===== src/rtl/ic_cpu_bus_router_pkg.sv =====
// Shared constants for the CPU bus router: target select codes and FSM state encoding.
package ic_pkg;

  localparam logic [1:0] IC_SEL_ROM  = 2'd0;
  localparam logic [1:0] IC_SEL_RAM  = 2'd1;
  localparam logic [1:0] IC_SEL_PER  = 2'd2;
  localparam logic [1:0] IC_SEL_NONE = 2'd3;

  localparam logic [1:0] IC_ST_IDLE     = 2'd0;
  localparam logic [1:0] IC_ST_WAIT_RSP = 2'd1;
  localparam logic [1:0] IC_ST_ERR_RSP  = 2'd2;

  function automatic logic region_hit(input logic [31:0] addr,
                                      input logic [31:0] base,
                                      input logic [31:0] mask);
    return (addr & mask) == base;
  endfunction

endpackage


===== src/rtl/ic_cpu_bus_router_if.sv =====
// Codebase memory bus: req/gnt request channel and recv/ack response channel.
interface ic_cpu_bus_router_if;
  // A request transfers on a cycle with mem_req && mem_gnt; a response transfers on a
  // cycle with mem_recv && mem_ack. Request fields are stable while mem_req waits for
  // mem_gnt, and mem_recv/mem_error/mem_rdata are held until mem_ack.
  logic        mem_req;
  logic        mem_wen;
  logic [3:0]  mem_strb;
  logic [31:0] mem_wdata;
  logic [31:0] mem_addr;
  logic        mem_gnt;
  logic        mem_recv;
  logic        mem_ack;
  logic        mem_error;
  logic [31:0] mem_rdata;

  modport master (
    output mem_req, mem_wen, mem_strb, mem_wdata, mem_addr, mem_ack,
    input  mem_gnt, mem_recv, mem_error, mem_rdata
  );

  modport slave (
    input  mem_req, mem_wen, mem_strb, mem_wdata, mem_addr, mem_ack,
    output mem_gnt, mem_recv, mem_error, mem_rdata
  );
endinterface


===== src/rtl/ic_cpu_bus_router_addr_decode.sv =====
// Combinational region decoder: ROM beats RAM beats peripheral, anything else is unmapped.
module ic_addr_decode
  import ic_pkg::*;
#(
    parameter logic [31:0] R0_BASE = 32'h0000_0000,
    parameter logic [31:0] R0_MASK = 32'hFFFF_F000,
    parameter logic [31:0] R1_BASE = 32'h0001_0000,
    parameter logic [31:0] R1_MASK = 32'hFFFF_0000,
    parameter logic [31:0] R2_BASE = 32'h4000_0000,
    parameter logic [31:0] R2_MASK = 32'hF000_0000
) (
    input  logic [31:0] addr,
    output logic [1:0]  sel
);

    always_comb begin
        if (region_hit(addr, R0_BASE, R0_MASK)) begin
            sel = IC_SEL_ROM;
        end else if (region_hit(addr, R1_BASE, R1_MASK)) begin
            sel = IC_SEL_RAM;
        end else if (region_hit(addr, R2_BASE, R2_MASK)) begin
            sel = IC_SEL_PER;
        end else begin
            sel = IC_SEL_NONE;
        end
    end

endmodule


===== src/rtl/ic_cpu_bus_router.sv =====
// Routes the merged CPU bus to ROM/RAM/peripheral targets, one transaction in flight.
// Build option IC_ROUTER_ROM_WP_EN turns writes into ROM into error responses.
module ic_cpu_bus_router
  import ic_pkg::*;
#(
    parameter logic [31:0] R0_BASE = 32'h0000_0000,
    parameter logic [31:0] R0_MASK = 32'hFFFF_F000,
    parameter logic [31:0] R1_BASE = 32'h0001_0000,
    parameter logic [31:0] R1_MASK = 32'hFFFF_0000,
    parameter logic [31:0] R2_BASE = 32'h4000_0000,
    parameter logic [31:0] R2_MASK = 32'hF000_0000
) (
    input  logic                       g_clk,
    input  logic                       g_reset,
    ic_cpu_bus_router_if.slave         s,
    ic_cpu_bus_router_if.master        m0,
    ic_cpu_bus_router_if.master        m1,
    ic_cpu_bus_router_if.master        m2,
    output logic [1:0]                 dbg_state,
    output logic [1:0]                 dbg_sel
);

    logic [1:0]  state, state_nxt;
    logic [1:0]  sel, sel_nxt;
    logic [1:0]  dec_sel, tgt;
    logic [2:0]  m_gnt, m_recv, m_err, m_req, m_ack;
    logic [31:0] m_rdata [3];
    logic        s_gnt, s_recv, s_err;
    logic [31:0] s_rdata;

    ic_addr_decode #(
        .R0_BASE(R0_BASE), .R0_MASK(R0_MASK),
        .R1_BASE(R1_BASE), .R1_MASK(R1_MASK),
        .R2_BASE(R2_BASE), .R2_MASK(R2_MASK)
    ) u_decode (
        .addr (s.mem_addr),
        .sel  (dec_sel)
    );

    always_comb begin
        tgt = dec_sel;
`ifdef IC_ROUTER_ROM_WP_EN
        if (dec_sel == IC_SEL_ROM && s.mem_wen) tgt = IC_SEL_NONE;
`endif
    end

    assign m_gnt      = {m2.mem_gnt,   m1.mem_gnt,   m0.mem_gnt};
    assign m_recv     = {m2.mem_recv,  m1.mem_recv,  m0.mem_recv};
    assign m_err      = {m2.mem_error, m1.mem_error, m0.mem_error};
    assign m_rdata[0] = m0.mem_rdata;
    assign m_rdata[1] = m1.mem_rdata;
    assign m_rdata[2] = m2.mem_rdata;

    // Outputs are forced idle while reset is held so nothing leaks out mid-reset.
    always_comb begin
        state_nxt = state;
        sel_nxt   = sel;
        m_req     = '0;
        m_ack     = '0;
        s_gnt     = 1'b0;
        s_recv    = 1'b0;
        s_err     = 1'b0;
        s_rdata   = '0;
        if (!g_reset) begin
            case (state)
                IC_ST_IDLE: begin
                    if (s.mem_req) begin
                        if (tgt == IC_SEL_NONE) begin
                            s_gnt     = 1'b1;
                            state_nxt = IC_ST_ERR_RSP;
                        end else begin
                            for (int i = 0; i < 3; i++) begin
                                if (tgt == i[1:0]) begin
                                    m_req[i] = 1'b1;
                                    s_gnt    = m_gnt[i];
                                    if (m_gnt[i]) begin
                                        sel_nxt   = tgt;
                                        state_nxt = IC_ST_WAIT_RSP;
                                    end
                                end
                            end
                        end
                    end
                end
                IC_ST_WAIT_RSP: begin
                    for (int i = 0; i < 3; i++) begin
                        if (sel == i[1:0]) begin
                            s_recv   = m_recv[i];
                            s_err    = m_err[i];
                            s_rdata  = m_rdata[i];
                            m_ack[i] = s.mem_ack;
                        end
                    end
                    if (s_recv && s.mem_ack) state_nxt = IC_ST_IDLE;
                end
                IC_ST_ERR_RSP: begin
                    s_recv = 1'b1;
                    s_err  = 1'b1;
                    if (s.mem_ack) state_nxt = IC_ST_IDLE;
                end
                default: state_nxt = IC_ST_IDLE;
            endcase
        end
    end

    always_ff @(posedge g_clk) begin
        if (g_reset) begin
            state <= IC_ST_IDLE;
            sel   <= IC_SEL_ROM;
        end else begin
            state <= state_nxt;
            sel   <= sel_nxt;
        end
    end

    assign s.mem_gnt   = s_gnt;
    assign s.mem_recv  = s_recv;
    assign s.mem_error = s_err;
    assign s.mem_rdata = s_rdata;

    // Request fields are broadcast; only req and ack are steered per target.
    assign m0.mem_req   = m_req[0];
    assign m1.mem_req   = m_req[1];
    assign m2.mem_req   = m_req[2];
    assign m0.mem_ack   = m_ack[0];
    assign m1.mem_ack   = m_ack[1];
    assign m2.mem_ack   = m_ack[2];
    assign m0.mem_wen   = s.mem_wen;
    assign m1.mem_wen   = s.mem_wen;
    assign m2.mem_wen   = s.mem_wen;
    assign m0.mem_strb  = s.mem_strb;
    assign m1.mem_strb  = s.mem_strb;
    assign m2.mem_strb  = s.mem_strb;
    assign m0.mem_wdata = s.mem_wdata;
    assign m1.mem_wdata = s.mem_wdata;
    assign m2.mem_wdata = s.mem_wdata;
    assign m0.mem_addr  = s.mem_addr;
    assign m1.mem_addr  = s.mem_addr;
    assign m2.mem_addr  = s.mem_addr;

    assign dbg_state = state;
    assign dbg_sel   = sel;

endmodule


===== src/flat_wrapper.sv =====
// flat-port wrapper written by rule: the top's interface ports become plain ports
module ic_cpu_bus_router_flat import ic_pkg::*;
#(
    parameter logic [31:0] R0_BASE = 32'h0000_0000,
    parameter logic [31:0] R0_MASK = 32'hFFFF_F000,
    parameter logic [31:0] R1_BASE = 32'h0001_0000,
    parameter logic [31:0] R1_MASK = 32'hFFFF_0000,
    parameter logic [31:0] R2_BASE = 32'h4000_0000,
    parameter logic [31:0] R2_MASK = 32'hF000_0000
)
  (g_clk, g_reset, dbg_state, dbg_sel, s_mem_req, s_mem_wen, s_mem_strb, s_mem_wdata, s_mem_addr, s_mem_ack, s_mem_gnt, s_mem_recv, s_mem_error, s_mem_rdata, m0_mem_req, m0_mem_wen, m0_mem_strb, m0_mem_wdata, m0_mem_addr, m0_mem_ack, m0_mem_gnt, m0_mem_recv, m0_mem_error, m0_mem_rdata, m1_mem_req, m1_mem_wen, m1_mem_strb, m1_mem_wdata, m1_mem_addr, m1_mem_ack, m1_mem_gnt, m1_mem_recv, m1_mem_error, m1_mem_rdata, m2_mem_req, m2_mem_wen, m2_mem_strb, m2_mem_wdata, m2_mem_addr, m2_mem_ack, m2_mem_gnt, m2_mem_recv, m2_mem_error, m2_mem_rdata);
  ic_cpu_bus_router_if s_i ();
  ic_cpu_bus_router_if m0_i ();
  ic_cpu_bus_router_if m1_i ();
  ic_cpu_bus_router_if m2_i ();
  input  logic g_clk;
  input  logic g_reset;
  output logic [1:0] dbg_state;
  output logic [1:0] dbg_sel;
  input wire logic [$bits(s_i.mem_req)-1:0] s_mem_req;
  input wire logic [$bits(s_i.mem_wen)-1:0] s_mem_wen;
  input wire logic [$bits(s_i.mem_strb)-1:0] s_mem_strb;
  input wire logic [$bits(s_i.mem_wdata)-1:0] s_mem_wdata;
  input wire logic [$bits(s_i.mem_addr)-1:0] s_mem_addr;
  input wire logic [$bits(s_i.mem_ack)-1:0] s_mem_ack;
  output wire logic [$bits(s_i.mem_gnt)-1:0] s_mem_gnt;
  output wire logic [$bits(s_i.mem_recv)-1:0] s_mem_recv;
  output wire logic [$bits(s_i.mem_error)-1:0] s_mem_error;
  output wire logic [$bits(s_i.mem_rdata)-1:0] s_mem_rdata;
  output wire logic [$bits(m0_i.mem_req)-1:0] m0_mem_req;
  output wire logic [$bits(m0_i.mem_wen)-1:0] m0_mem_wen;
  output wire logic [$bits(m0_i.mem_strb)-1:0] m0_mem_strb;
  output wire logic [$bits(m0_i.mem_wdata)-1:0] m0_mem_wdata;
  output wire logic [$bits(m0_i.mem_addr)-1:0] m0_mem_addr;
  output wire logic [$bits(m0_i.mem_ack)-1:0] m0_mem_ack;
  input wire logic [$bits(m0_i.mem_gnt)-1:0] m0_mem_gnt;
  input wire logic [$bits(m0_i.mem_recv)-1:0] m0_mem_recv;
  input wire logic [$bits(m0_i.mem_error)-1:0] m0_mem_error;
  input wire logic [$bits(m0_i.mem_rdata)-1:0] m0_mem_rdata;
  output wire logic [$bits(m1_i.mem_req)-1:0] m1_mem_req;
  output wire logic [$bits(m1_i.mem_wen)-1:0] m1_mem_wen;
  output wire logic [$bits(m1_i.mem_strb)-1:0] m1_mem_strb;
  output wire logic [$bits(m1_i.mem_wdata)-1:0] m1_mem_wdata;
  output wire logic [$bits(m1_i.mem_addr)-1:0] m1_mem_addr;
  output wire logic [$bits(m1_i.mem_ack)-1:0] m1_mem_ack;
  input wire logic [$bits(m1_i.mem_gnt)-1:0] m1_mem_gnt;
  input wire logic [$bits(m1_i.mem_recv)-1:0] m1_mem_recv;
  input wire logic [$bits(m1_i.mem_error)-1:0] m1_mem_error;
  input wire logic [$bits(m1_i.mem_rdata)-1:0] m1_mem_rdata;
  output wire logic [$bits(m2_i.mem_req)-1:0] m2_mem_req;
  output wire logic [$bits(m2_i.mem_wen)-1:0] m2_mem_wen;
  output wire logic [$bits(m2_i.mem_strb)-1:0] m2_mem_strb;
  output wire logic [$bits(m2_i.mem_wdata)-1:0] m2_mem_wdata;
  output wire logic [$bits(m2_i.mem_addr)-1:0] m2_mem_addr;
  output wire logic [$bits(m2_i.mem_ack)-1:0] m2_mem_ack;
  input wire logic [$bits(m2_i.mem_gnt)-1:0] m2_mem_gnt;
  input wire logic [$bits(m2_i.mem_recv)-1:0] m2_mem_recv;
  input wire logic [$bits(m2_i.mem_error)-1:0] m2_mem_error;
  input wire logic [$bits(m2_i.mem_rdata)-1:0] m2_mem_rdata;
  assign s_i.mem_req = s_mem_req;
  assign s_i.mem_wen = s_mem_wen;
  assign s_i.mem_strb = s_mem_strb;
  assign s_i.mem_wdata = s_mem_wdata;
  assign s_i.mem_addr = s_mem_addr;
  assign s_i.mem_ack = s_mem_ack;
  assign s_mem_gnt = s_i.mem_gnt;
  assign s_mem_recv = s_i.mem_recv;
  assign s_mem_error = s_i.mem_error;
  assign s_mem_rdata = s_i.mem_rdata;
  assign m0_mem_req = m0_i.mem_req;
  assign m0_mem_wen = m0_i.mem_wen;
  assign m0_mem_strb = m0_i.mem_strb;
  assign m0_mem_wdata = m0_i.mem_wdata;
  assign m0_mem_addr = m0_i.mem_addr;
  assign m0_mem_ack = m0_i.mem_ack;
  assign m0_i.mem_gnt = m0_mem_gnt;
  assign m0_i.mem_recv = m0_mem_recv;
  assign m0_i.mem_error = m0_mem_error;
  assign m0_i.mem_rdata = m0_mem_rdata;
  assign m1_mem_req = m1_i.mem_req;
  assign m1_mem_wen = m1_i.mem_wen;
  assign m1_mem_strb = m1_i.mem_strb;
  assign m1_mem_wdata = m1_i.mem_wdata;
  assign m1_mem_addr = m1_i.mem_addr;
  assign m1_mem_ack = m1_i.mem_ack;
  assign m1_i.mem_gnt = m1_mem_gnt;
  assign m1_i.mem_recv = m1_mem_recv;
  assign m1_i.mem_error = m1_mem_error;
  assign m1_i.mem_rdata = m1_mem_rdata;
  assign m2_mem_req = m2_i.mem_req;
  assign m2_mem_wen = m2_i.mem_wen;
  assign m2_mem_strb = m2_i.mem_strb;
  assign m2_mem_wdata = m2_i.mem_wdata;
  assign m2_mem_addr = m2_i.mem_addr;
  assign m2_mem_ack = m2_i.mem_ack;
  assign m2_i.mem_gnt = m2_mem_gnt;
  assign m2_i.mem_recv = m2_mem_recv;
  assign m2_i.mem_error = m2_mem_error;
  assign m2_i.mem_rdata = m2_mem_rdata;
  ic_cpu_bus_router #(.R0_BASE(R0_BASE), .R0_MASK(R0_MASK), .R1_BASE(R1_BASE), .R1_MASK(R1_MASK), .R2_BASE(R2_BASE), .R2_MASK(R2_MASK)) u_core (.g_clk(g_clk), .g_reset(g_reset), .s(s_i), .m0(m0_i), .m1(m1_i), .m2(m2_i), .dbg_state(dbg_state), .dbg_sel(dbg_sel));
endmodule

===== config.mk =====
export PLATFORM = sky130hd
export DESIGN_NAME = ic_cpu_bus_router_flat
export DESIGN_NICKNAME = d
export VERILOG_FILES = /design/src/rtl/ic_cpu_bus_router_pkg.sv /design/src/rtl/ic_cpu_bus_router_if.sv /design/src/rtl/ic_cpu_bus_router_addr_decode.sv /design/src/rtl/ic_cpu_bus_router.sv /design/src/flat_wrapper.sv
export SDC_FILE = /design/constraint.sdc
export NUM_CORES = 1
export LEC_CHECK = 0
export CORE_AREA = 4 4 164 166
export CTS_BUF_LIST = sky130_fd_sc_hd__clkbuf_16
export DETAILED_ROUTE_END_ITERATION = 7
export DIE_AREA = 0 0 168 170
export PLACE_DENSITY = 0.54
export RECOVER_POWER = 100
export SKIP_CTS_REPAIR_TIMING = 1
export SYNTH_ARGS = -nofsm -noshare
export SYNTH_HDL_FRONTEND = slang
export SYNTH_SLANG_ARGS = --single-unit

===== constraint.sdc =====
create_clock -name g_clk -period 4.43 [get_ports g_clk]
set_clock_uncertainty 0.1 [all_clocks]
set_input_delay 0.6645 -clock g_clk [delete_from_list [all_inputs] [get_ports g_clk]]
set_output_delay 0.6645 -clock g_clk [all_outputs]
set_load 0.005 [all_outputs]

# [After elaboration in Yosys (flattened, before gate mapping)]
# Cells that the tools add are included.
[word_totals] regBits=4 out_inout_bits=252 wordCells=78
[op_classes] n_eq_ne=12 muxes=56 bitwise_logic=1 reduce_logical=7
[ops] cell="32-bit two-way mux" n=5
[ops] cell="2-bit two-way mux" n=18
[ops] cell="32-bit zero test" n=1
[ops] cell="1-bit two-way mux" n=24
[ops] cell="3-bit two-way mux" n=6
[ops] cell="16-bit by 1-bit == test with 1-bit output (second input constant)" n=1
[ops] cell="2-bit == test (second input constant)" n=4
[ops] cell="2-bit by 1-bit == test with 1-bit output (second input constant)" n=3
[ops] cell="2-bit zero test" n=3
[ops] cell="2-bit case mux with 3 select lines" n=1
[ops] cell="3-bit AND reduction" n=2
[ops] cell="4-bit by 3-bit == test with 1-bit output (second input constant)" n=1
[ops] cell="2-bit inequality test (second input constant)" n=2
[ops] cell="1-bit case mux with 2 select lines" n=2
[ops] cell="2-bit by 1-bit inequality test with 1-bit output (second input constant)" n=1
[ops] cell="1-bit logical AND" n=1
[ops] cell="1-bit NOT" n=1

# [Depth between registers and ports, before layout]
# Gate-level depths: netlist (run 1).
[depth] ltp_word=13 mapped_depth=7

# [Hierarchy]
# Synthesis (run 1) repeated with hierarchy kept, for this count alone.
[unflattened] hier_cells=425 area_unflattened_um2=2940.3
[by_module_without_submodules] mod="ic_cpu_bus_router" instances=1 cells_per_inst=415 area_each_um2=2876.5
[by_module_without_submodules] mod="ic_addr_decode" instances=1 cells_per_inst=10 area_each_um2=63.8

# [Worst setup path before layout (run 1)]
# OpenSTA, ideal clock, no wires.
[synth_path] path_kind="input -> output" from="input port s_mem_addr[25]" to="output port m0_mem_req" arrival_time_ns=1.546 slack_ns=2.119 cell_stages=3 n_path_buf=0 cell_sequence="nor4_1 > nand4_1 > nor4b_1"
[synth_between] elab_chain_cells=9 word_cells_on_any_way=11 cone_classes="eq/ne: 2; mux: 7; reduce/logical: 2"
[synth_lines] element="start, declared" line="flat_wrapper.sv:24" rtl="input wire logic [$bits(s_i.mem_addr)-1:0] s_mem_addr;"
[synth_lines] element="16-bit by 1-bit == test with 1-bit output" line="ic_cpu_bus_router_pkg.sv:16" rtl="return (addr & mask) == base;"
[synth_lines] element="2-bit two-way mux" line="ic_cpu_bus_router_addr_decode.sv:19" rtl="end else if (region_hit(addr, R1_BASE, R1_MASK)) begin"
[synth_lines] element="2-bit two-way mux (*)" line="ic_cpu_bus_router_addr_decode.sv:17" rtl="if (region_hit(addr, R0_BASE, R0_MASK)) begin"
[synth_lines] element="2-bit zero test" line="ic_cpu_bus_router.sv:73" rtl="if (tgt == i[1:0]) begin"
[synth_lines] element="1-bit two-way mux" line="ic_cpu_bus_router.sv:73"
[synth_lines] element="3-bit two-way mux (*)" line="ic_cpu_bus_router.sv:68" rtl="if (tgt == IC_SEL_NONE) begin"
[synth_lines] element="3-bit two-way mux (*)" line="ic_cpu_bus_router.sv:67" rtl="if (s.mem_req) begin"
[synth_lines] element="3-bit two-way mux (*)" line="ic_cpu_bus_router.sv:65" rtl="case (state)"
[synth_lines] element="3-bit two-way mux (*)" line="ic_cpu_bus_router.sv:64" rtl="if (!g_reset) begin"
[synth_lines] element="end, declared" line="flat_wrapper.sv:30" rtl="output wire logic [$bits(m0_i.mem_req)-1:0] m0_mem_req;"
# Every way passes the cells marked *; elsewhere a longest branch is shown, timed or not.

# [Worst setup path in the final report (run 1)]
[layout_path] from="register u_core.sel[0], in the netlist u_core.dbg_sel[0]" to="output port s_mem_rdata[8]"
[layout_between] elab_chain_cells=6 word_cells_on_any_way=8 cone_classes="eq/ne: 2; mux: 5; reduce/logical: 1"
[layout_lines] element="start, declared" line="ic_cpu_bus_router.sv:24" rtl="logic [1:0] sel, sel_nxt;"
[layout_lines] element="start signal, assigned" line="ic_cpu_bus_router.sv:112" rtl="sel <= sel_nxt;"
[layout_lines] element="2-bit zero test" line="ic_cpu_bus_router.sv:87" rtl="if (sel == i[1:0]) begin"
[layout_lines] element="32-bit two-way mux (2 in a row)" line="ic_cpu_bus_router.sv:87"
[layout_lines] element="32-bit two-way mux (*)" line="ic_cpu_bus_router.sv:87"
[layout_lines] element="32-bit two-way mux (*)" line="ic_cpu_bus_router.sv:65"
[layout_lines] element="32-bit two-way mux (*)" line="ic_cpu_bus_router.sv:64"
[layout_lines] element="end, declared" line="flat_wrapper.sv:29" rtl="output wire logic [$bits(s_i.mem_rdata)-1:0] s_mem_rdata;"
# Marked as above.

==> flow_metrics.tcl, run 1 <==
set metrics [dict create \
    synth_cells 426 \
    final_core_util_pct 16.00 \
    min_period_ps 3991 \
    fmax_mhz 250.6 \
    cts_sinks 4 \
    syn_area_per_cell_um2 6.670 \
    synth_edf_count 0 \
    rsz0062_at_grt "no" \
    grt_usage_pct 7.241 \
    arrival_ps 3230 \
    core_um2 25620 \
    whs_ps 480.8 \
    initial_utilization_pct 11.09 \
    synth_compound_area_share_pct 9.996 \
    muxShareOfSynthArea_pct 11.98 \
    maxCapViolations 0 \
    wl_per_cell_um 14.71 \
    tritoncts.num_buffers 3 \
    worst_pin_slew_ps 1298 \
    ys_seq_elements 4 \
    post-dp-hpwl_um 9463 \
    drc_errors 0 \
    finalSetupTns_ps 0 \
    boundaryPins 430 \
    critPathCaptureType "primary output" \
    die_area_um2 28560 \
    wl_met3_um 1345 \
    final_common_cell "clkdlybuf4s50_1" \
    finalSetupViolCount 0 \
    drive_above_1_share_pct 3.371 \
    seq_area_frac_synth_pct 2.818 \
    grt_first_pass_wirelength_um 16080 \
    via_per_inst 3.213 \
    status "completed" \
    ant_nets 0 \
    synth_top_family_by_area "buffers and inverters" \
    wl_met1_um 4463 \
    antenna_cells 0 \
    yosys_warnings 0 \
    fin_crit_sh_pct 90.09 \
    maxSlewViolCount 0 \
    yosys.area_share.adder_pct 1.321 \
    rows 59 \
    drt_iter0_drc 49 \
    yosys.area_share.simple_pct 15.90 \
    synth_xor_xnor_area_share_pct 0 \
    layout_common_cells "clkdlybuf4s50_1 (135), dlygate4sd3_1 (98), nor2_1 (72)" \
    die_h_um 170 \
    syn2layout_area_growth_pct 44.25 \
    gp_congestion 0.6820 \
    peakVddDrop_mv 0.08208 \
    antenna_found_initial 0 \
    grt_max_degree 40 \
    synthArstFlopShare_pct 0 \
    cts_tree "done" \
    synth_nets 607 \
    io_buffer_count 233 \
    synth_ff_type "dfxtp_1" \
    finalHoldViolCount 0 \
    top_layer "met4" \
    clockBufferDepth 2 \
    die_w_um 168 \
    power_density_nw_per_um2 101.3 \
    grt_pass1_vias 2564 \
    grt-ovfl-total 0 \
    crit_path_start_kind "flip-flop" \
    ys_types 28 \
    htreeDepth 1 \
    first_pass_iters 4 \
    required_ps 3670 \
    power_leakage_nw 1.513 \
    cts-root-buf "clkbuf_16" \
    hold_class "reg -> reg" \
    wl_met2_um 5082 \
    wl_um 11470 \
    clk_latency_ps 230 \
    path_class "reg -> out" \
    critPathMaxFanout 20 \
    dr_total_vias 2506 \
    fin_nets 628 \
    slew_headroom_pct 13.35 \
    setup_ws_ps 438.9 \
    syn_area_um2 2841 \
    clk_transition_reported_paths_ps 30 \
    dp_slack_ps 747.6 \
]
[final timing paths]
check,from,endpoint,slack [ps],cells after the start
max,u_core.dbg_sel[0],s_mem_rdata[8],440,6
min,u_core.dbg_state[0],u_core.dbg_state[0],480,1
max reg2reg,u_core.dbg_sel[0],u_core.dbg_state[1],1700,6
min reg2reg,u_core.dbg_state[0],u_core.dbg_state[0],480,1
[power by group]
| part | total [W] | internal (W) | switching (W) |
|---|---|---|---|
| clock network | 0.000143 | 0.000116 | 0.0000276 |
| registers | 0.0000385 | 0.0000374 | 0.00000107 |
| logic | 0.000233 | 0.000159 | 0.0000741 |
[layer usage]
| metal | track usage (%) | vias to the layer above |
|---|---|---|
| li1 | - | 1218 |
| met1 | 8.576 | 1058 |
| met2 | 11.18 | 163 |
| met3 | 3.275 | 67 |
| met4 | 3.458 | 0 |
| met5 | 0 | - |
[cells in the mapped netlist, types with 3 or more instances]
cell type  number  area [um2]
nand2_1         7       26.28
nor4_1          4       25.02
nand3_1         3       15.01
mux2i_1        34       340.3
a21oi_1        37       185.2
nand2b_1        3       18.77
buf_2           3       15.01
nor2b_1         3       18.77
dfxtp_1         4       80.08
clkbuf_1       11       41.29
buf_4         208        1562
nor2_1         72       270.3
nor3_1          5       25.02
ha_1            3       37.54
o21ai_0         5       25.02
inv_1           7       26.28
[cell type report]
type / instances / area, um2
repair buffers: 239 / 2374
flip-flops and latches: 4 / 81.33
multi-input cells: 192 / 1124
fillers: 2902 / 21520
inverters: 7 / 26.28
clock buffers: 3 / 75.07
well taps: 335 / 419.2
[sequential cells by signal (all words and copies together) (netlist names)]
name and count:
u_core.dbg_sel 2, u_core.dbg_state 2
[logic make-up after synthesis]
| logic type | Yosys count |
|---|---|
| adders and majority gates | 3 |
| and+or+nand+nor | 105 |
| buffers and inverters | 230 |
| muxes | 34 |
| DFF | 4 |
| AOI/OAI and AO/OA | 50 |
[worst max-delay path, cell delays in order (launching register included)]
cell	delay, ps
dfxtp_1	1170
buf_4	530
mux2i_1	230
nor2_1	50
a21oi_1	310
nor2_1	80
dlygate4sd3_1	610
[through the flow]
stage	power (W)	area, um2	cells
2_1_floorplan	0.0002341	2841	426
3_3_place_gp	0.0002865	4029	777
3_5_place_dp	0.0002867	4029	777
4_1_cts	0.0004339	4104	780
5_1_grt	0.0004421	4099	780
6_report	0.0004152	4099	780
Note: power is estimated with default switching activity, not from simulation.
==> inputs of run 2 (changes only) <==
--- a/config.mk
+++ b/config.mk
@@ -5,13 +5,13 @@
 export SDC_FILE = /design/constraint.sdc
 export NUM_CORES = 1
 export LEC_CHECK = 0
+export CAP_MARGIN = 15
 export CORE_AREA = 4 4 164 166
 export CTS_BUF_LIST = sky130_fd_sc_hd__clkbuf_16
 export DETAILED_ROUTE_END_ITERATION = 7
 export DIE_AREA = 0 0 168 170
 export PLACE_DENSITY = 0.54
 export RECOVER_POWER = 100
-export SKIP_CTS_REPAIR_TIMING = 1
 export SYNTH_ARGS = -nofsm -noshare
 export SYNTH_HDL_FRONTEND = slang
 export SYNTH_SLANG_ARGS = --single-unit
==> results of run 2 <==
The final DEF is identical to that of run 1; final timing and power are the same.
